File: src/rtl/ex_muldiv.sv
// Iterative EX-stage multiply/divide unit: MULT/MULTU/DIV/DIVU over 32 cycles,
// holding the 64-bit HI/LO result and requesting a pipeline hold while it works.
module ex_muldiv #(
    parameter int unsigned DATA_WIDTH = 32
) (
    input  logic                  clk_i,
    input  logic                  rst_ni,
    input  logic                  start_i,
    input  logic [1:0]            op_i,
    input  logic [DATA_WIDTH-1:0] src_a_i,
    input  logic [DATA_WIDTH-1:0] src_b_i,
    input  logic                  flush_i,
    output logic                  stall_req_o,
    output logic                  busy_o,
    output logic                  done_o,
    output logic                  div_by_zero_o,
    output logic [DATA_WIDTH-1:0] hi_o,
    output logic [DATA_WIDTH-1:0] lo_o
);

    localparam int unsigned DW = DATA_WIDTH;
    localparam int unsigned AW = 2 * DATA_WIDTH;
    localparam int unsigned CW = $clog2(DATA_WIDTH);
    localparam logic [CW-1:0] LAST_ITER = CW'(DATA_WIDTH - 1);

    typedef enum logic [1:0] {
        ST_IDLE = 2'b00,
        ST_MUL  = 2'b01,
        ST_DIV  = 2'b10,
        ST_FIN  = 2'b11
    } state_e;

    state_e         state_q;
    logic [CW-1:0]  cnt_q;
    logic [AW-1:0]  acc_q;
    logic [AW-1:0]  acc_d;
    logic [DW-1:0]  opb_q;
    logic           sign_q;
    logic           sign_rem_q;
    logic           busy_q;
    logic           done_q;
    logic           dbz_q;
    logic [DW-1:0]  hi_q;
    logic [DW-1:0]  lo_q;

    // Issue-cycle decode: op[0] selects signed, op[1] selects divide.
    logic           op_signed;
    logic           op_div;
    logic [DW-1:0]  mag_a;
    logic [DW-1:0]  mag_b;

    assign op_signed = op_i[0];
    assign op_div    = op_i[1];
    assign mag_a     = (op_signed && src_a_i[DW-1]) ? -src_a_i : src_a_i;
    assign mag_b     = (op_signed && src_b_i[DW-1]) ? -src_b_i : src_b_i;

    // One iteration step: shift-add for multiply, restoring step for divide.
    // The accumulator holds {partial product, multiplier} or {remainder, quotient}.
    logic [DW:0] mul_sum;
    logic [DW:0] div_shift;
    logic [DW:0] div_trial;

    always_comb begin
        mul_sum   = {1'b0, acc_q[AW-1:DW]} + (acc_q[0] ? {1'b0, opb_q} : {(DW+1){1'b0}});
        div_shift = acc_q[AW-1:DW-1];
        div_trial = div_shift - {1'b0, opb_q};
        acc_d     = acc_q;
        if (state_q == ST_MUL) begin
            acc_d = {mul_sum, acc_q[DW-1:1]};
        end else if (!div_trial[DW]) begin
            acc_d = {div_trial[DW-1:0], acc_q[DW-2:0], 1'b1};
        end else begin
            acc_d = {div_shift[DW-1:0], acc_q[DW-2:0], 1'b0};
        end
    end

    // Sign correction applied as the final value is written back.
    logic [AW-1:0] mul_res;
    logic [DW-1:0] quo_res;
    logic [DW-1:0] rem_res;

    assign mul_res = sign_q     ? -acc_d           : acc_d;
    assign quo_res = sign_q     ? -acc_d[DW-1:0]   : acc_d[DW-1:0];
    assign rem_res = sign_rem_q ? -acc_d[AW-1:DW]  : acc_d[AW-1:DW];

    always_ff @(posedge clk_i) begin
        if (!rst_ni) begin
            state_q    <= ST_IDLE;
            cnt_q      <= '0;
            acc_q      <= '0;
            opb_q      <= '0;
            sign_q     <= 1'b0;
            sign_rem_q <= 1'b0;
            busy_q     <= 1'b0;
            done_q     <= 1'b0;
            dbz_q      <= 1'b0;
            hi_q       <= '0;
            lo_q       <= '0;
        end else begin
            done_q <= 1'b0;
            dbz_q  <= 1'b0;
            if (flush_i) begin
                state_q <= ST_IDLE;
                busy_q  <= 1'b0;
                cnt_q   <= '0;
            end else begin
                case (state_q)
                    ST_IDLE: begin
                        if (start_i) begin
                            cnt_q      <= '0;
                            opb_q      <= op_div ? mag_b : mag_a;
                            sign_q     <= op_signed & (src_a_i[DW-1] ^ src_b_i[DW-1]);
                            sign_rem_q <= op_signed & src_a_i[DW-1];
                            if (op_div && (src_b_i == '0)) begin
                                state_q <= ST_FIN;
                                done_q  <= 1'b1;
                                dbz_q   <= 1'b1;
                            end else if (op_div) begin
                                state_q <= ST_DIV;
                                busy_q  <= 1'b1;
                                acc_q   <= {{DW{1'b0}}, mag_a};
                            end else begin
                                state_q <= ST_MUL;
                                busy_q  <= 1'b1;
                                acc_q   <= {{DW{1'b0}}, mag_b};
                            end
                        end
                    end
                    ST_MUL, ST_DIV: begin
                        acc_q <= acc_d;
                        cnt_q <= cnt_q + CW'(1);
                        if (cnt_q == LAST_ITER) begin
                            state_q <= ST_FIN;
                            busy_q  <= 1'b0;
                            done_q  <= 1'b1;
                            if (state_q == ST_MUL) begin
                                hi_q <= mul_res[AW-1:DW];
                                lo_q <= mul_res[DW-1:0];
                            end else begin
                                hi_q <= rem_res;
                                lo_q <= quo_res;
                            end
                        end
                    end
                    ST_FIN: begin
                        state_q <= ST_IDLE;
                    end
                    default: begin
                        state_q <= ST_IDLE;
                        busy_q  <= 1'b0;
                    end
                endcase
            end
        end
    end

    // Hold request rises combinationally in the issue cycle so the ID/EX stage freezes at once.
    assign stall_req_o   = rst_ni & (((state_q == ST_IDLE) & start_i & ~flush_i) | busy_q);
    assign busy_o        = rst_ni & busy_q;
    assign done_o        = done_q;
    assign div_by_zero_o = dbz_q;
    assign hi_o          = hi_q;
    assign lo_o          = lo_q;

endmodule

File: config.mk
export PLATFORM = sky130hd
export DESIGN_NAME = ex_muldiv
export DESIGN_NICKNAME = d
export VERILOG_FILES = /design/src/rtl/ex_muldiv.sv
export SDC_FILE = /design/constraint.sdc
export NUM_CORES = 1
export LEC_CHECK = 0
export CORE_UTILIZATION = 35
export CTS_CLUSTER_SIZE = 40
export DETAILED_ROUTE_END_ITERATION = 6
export HOLD_SLACK_MARGIN = 0.03
export MAX_ROUTING_LAYER = met4
export PLACE_DENSITY = 0.55
export REMOVE_ABC_BUFFERS = 1
export SYNTH_ARGS = -nofsm -noshare
export SYNTH_HDL_FRONTEND = slang
export SYNTH_SLANG_ARGS = --single-unit
File: constraint.sdc
create_clock -name clk_i -period 5.9 [get_ports clk_i]
set_input_delay 0.59 -clock clk_i [delete_from_list [all_inputs] [get_ports clk_i]]
set_output_delay 0.59 -clock clk_i [all_outputs]
set_load 0.05 [all_outputs]
==> results.yml <==
run_status:
  status: "completed"
detailed_routing:
  wl_per_cell_microns: 21.37
  dr_total_vias: 16270
  via_per_inst: 5.784
  remaining_drc_errors: 0
  drt_iter0_markers: 1597
  dr.pass1.iters: 6
  antenna_left: 0
  finalWirelength_microns: 60080
clock_tree:
  ctsHoldBuffers: 0
  clock_tree.root_cell: "clkbuf_16"
  clk_pin_slew_ns: 0.08
  cts_buffers: 17
  cts_num_sinks: 172
  post_cts_resized: 0
  post-cts-setup-buffers: 0
  cts_buffer_depth: 2
  cts_tree: "yes"
  h-tree-depth: 4
  insertion_delay_ns: 0.50
grt:
  grt.overflow.total: 0
  grt_max_degree: 87
  antenna_found_initial: 2
  grt_pass1_vias: 15100
  grt_pass1_wl_microns: 90520
  grt_usage: 0.2779
pwr:
  switching_share: 0.3932
  pwr-share-clk: 0.315
  pwr-share-seq: 0.304
  p_sw_mw: 1.606
  p_comb_frac: 0.381
  p_leak_nw: 6.589
  p_int_mw: 2.479
  p_per_area_mw_per_mm2: 229.4
  irDropWorstVdd_mv: 0.2118
floorplan:
  fp.dieH_microns: 211.2
  dieArea_sq_mm: 0.04460
  io_pins: 138
  num_rows: 76
  initial_utilization: 0.3555
  coreArea_sq_mm: 0.04308
  die_w_microns: 211.2
final_layout:
  drive_gt1_frac: 0.06517
  nets: 2357
  area_growth_pct: 16.28
  final_cells: 2812
  final_area_sq_mm: 0.01781
worst_setup_path:
  worst-setup-path-type: "reg2reg"
  cp.required_ns: 6.29
  crit_path_top_delay_cell: "or4_1"
  cpPeakStageDelay_ns: 0.52
  startpoint_type: "flip-flop"
  cp.arrival_ns: 5.86
  worstSetupEndpointType: "flip-flop"
  cp_max_fo: 7
  path_cells: "inv_1 > ha_1 > fa_1 > nand2b_1 > a21oi_1 > o211a_1 > o21a_1 > o31a_1 > nor3_1 > a21oi_1 > ha_1 > o21ai_0 > nor2_1 > nand3_1 > or2_2 > or4_1 > nand3_1 > buf_4 > o21ai_0 > a21oi_1 > or3_1 > nand3_1"
place:
  gp_congestion: 0.9829
  io_buffers: 137
  hpwl_microns: 44800
  place_ws_ns: 0.5814
  placed_cell_area_sq_mm: 0.01717
  place_inst: 2778
yosys:
  synth-simple-area-share: 0.2597
  synth_warnings: 0
  synth_xor_area_frac: 0.08350
  synth_mux_area_frac: 0.04412
  synth_compound_area_frac: 0.2683
  synth-edff-count: 0
  yosysSeqAreaShare: 0.2248
  ys_ff_latch: 172
  synth_top_family_by_area: "compound AO/OA/AOI/OAI gates"
  syn_area_sq_mm: 0.01531
  ys_types: 105
  postSynthCellCount: 2145
  async_flop_share: 0
  synth_fa_ha_area_frac: 0.06225
  syn_area_per_cell_sq_um: 7.140
  yosys_most_used_dff: "dfxtp_1"
timing:
  skew_ns: 0.01457
  rsz0062_at_grt: "no"
  period_needed_ns: 5.471
  worst_pin_slew_ns: 1.103
  relSlewSlack: 0.2604
  setup_ws_ns: 0.4288
  fmax_mhz: 182.8
  setup_tns_ns: 0
  setup_viol_count_final: 0
  slew_violations: 0
  report.final.hold_viol_count: 0
  finalCritPeriodShare: 0.9273
worst_hold_path:
  min_path_type: "reg2reg"
flow_run:
  cap_violations: 0
==> power groups by stage <==
stage	logic, mW	clock network [mW]	registers, mW
3_3_place_gp	1.52	0	1.27
2_1_floorplan	0.991	0	1.26
4_1_cts	1.53	1.31	1.24
3_5_place_dp	1.52	0	1.27
5_1_grt	1.67	1.35	1.25
6_report	1.56	1.28	1.24
==> final cells by class <==
type | count | area (sq um)
fillers | 4498 | 25270
multi-input cells | 1771 | 11030
flip-flops and latches | 172 | 3443
repair buffers | 181 | 1709
well taps | 585 | 732.0
clock buffers | 19 | 442.9
inverters | 69 | 261.5
clock inverters | 13 | 188.9
diodes | 2 | 5.005
==> critical path: cells and delay by family (launching register included) <==
| kind | cells | cell delay, ns |
|---|---|---|
| and+or+nand+nor | 9 | 1.87 |
| adders and majority gates | 3 | 0.87 |
| buffers and inverters | 2 | 0.27 |
| AOI/OAI and AO/OA | 8 | 1.91 |
| DFF | 1 | 0.41 |
==> cells in the mapped netlist (all sizes together), types with 5 or more instances <==
cell type,instances,share of area
a21boi,8,0.0039
a211oi,59,0.029
or3,27,0.012
nor4,10,0.0055
o2111ai,5,0.0029
o31a,6,0.0040
a22oi,6,0.0029
nand2,278,0.069
o211ai,29,0.014
xnor2,80,0.046
o21ai,120,0.039
and3,18,0.0074
a21oi,279,0.093
clkbuf,90,0.022
nand3b,7,0.0034
dfxtp,172,0.22
inv,69,0.017
o41ai,6,0.0039
mux2i,60,0.039
nand2b,13,0.0053
a31o,5,0.0029
nand3,72,0.025
a311oi,5,0.0029
o21bai,5,0.0025
nor3,58,0.019
o31ai,24,0.015
or4,11,0.0056
or2,12,0.0049
nor2b,8,0.0038
nor3b,6,0.0029
o311ai,5,0.0045
buf,43,0.018
a31oi,15,0.0071
a21o,22,0.011
and2,45,0.018
o21a,15,0.0074
xor2,66,0.038
ha,73,0.060
nand4,21,0.0086
nor2,230,0.057
mux2,6,0.0049
==> worst paths after layout <==
kind                          startpoint  cells past startpoint  slack [ns]               endpoint
hold reg to reg    hi_o[19]$_SDFFE_PN0P_                      2        0.45  hi_o[19]$_SDFFE_PN0P_
hold / removal     hi_o[19]$_SDFFE_PN0P_                      2        0.45  hi_o[19]$_SDFFE_PN0P_
setup reg to reg  acc_q[31]$_SDFFE_PN0P_                     22        0.43  hi_o[20]$_SDFFE_PN0P_
setup / recovery  acc_q[31]$_SDFFE_PN0P_                     22        0.43  hi_o[20]$_SDFFE_PN0P_
==> cell families after synthesis <==
| logic type | count (synthesis) |
|---|---|
| adder cells (fa/ha/maj) | 75 |
| AND/OR/NAND/NOR | 835 |
| multiplexers | 66 |
| buffers and inverters | 202 |
| XOR/XNOR | 146 |
| flip-flops | 172 |
| AO/OA/AOI/OAI | 649 |
==> sequential cells by signal, indices dropped and copies added (netlist names) <==
name and count:
state_q 2, hi_o 32, done_o 1, acc_q 64, opb_q 32, lo_o 32
sign_rem_q 1, busy_q 1, cnt_q 5, sign_q 1, div_by_zero_o 1
==> placed cells by master (no fill, tap or decap), types with 56 or more instances in the layout <==
| cell | synthesis | layout |
|---|---|---|
| mux2i_1 | 60 | 60 |
| xnor2_1 | 80 | 80 |
| nand3_1 | 69 | 69 |
| a211oi_1 | 58 | 58 |
| inv_1 | 67 | 66 |
| xor2_1 | 66 | 66 |
| dfxtp_1 | 172 | 172 |
| clkdlybuf4s50_1 | 0 | 136 |
| nor3_1 | 57 | 56 |
| nor2_1 | 229 | 227 |
| ha_1 | 73 | 71 |
| o21ai_0 | 118 | 118 |
| nand2_1 | 276 | 276 |
| a21oi_1 | 274 | 274 |
==> stage by stage <==
stage | hold WS, ns | utilization | power (mW)
final | 0.4473 | 0.4134 | 4.085
after global routing | 0.4768 | 0.4134 | 4.275
after CTS | 0.4535 | 0.4133 | 4.085
after detailed placement | 0.4432 | 0.3986 | 2.793
after global placement | 0.4371 | 0.3986 | 2.791
after floorplan | 0.4362 | - | 2.246
==> metal layers <==
layer	up-vias	track usage	part of all wire
li1	7803	-	-
met3	110	0.05367	0.069
met2	653	0.4280	0.45
met1	7699	0.3526	0.44
met5	-	-	0
met4	0	0.1204	0.039
Note: power is estimated with default switching activity, not from simulation.
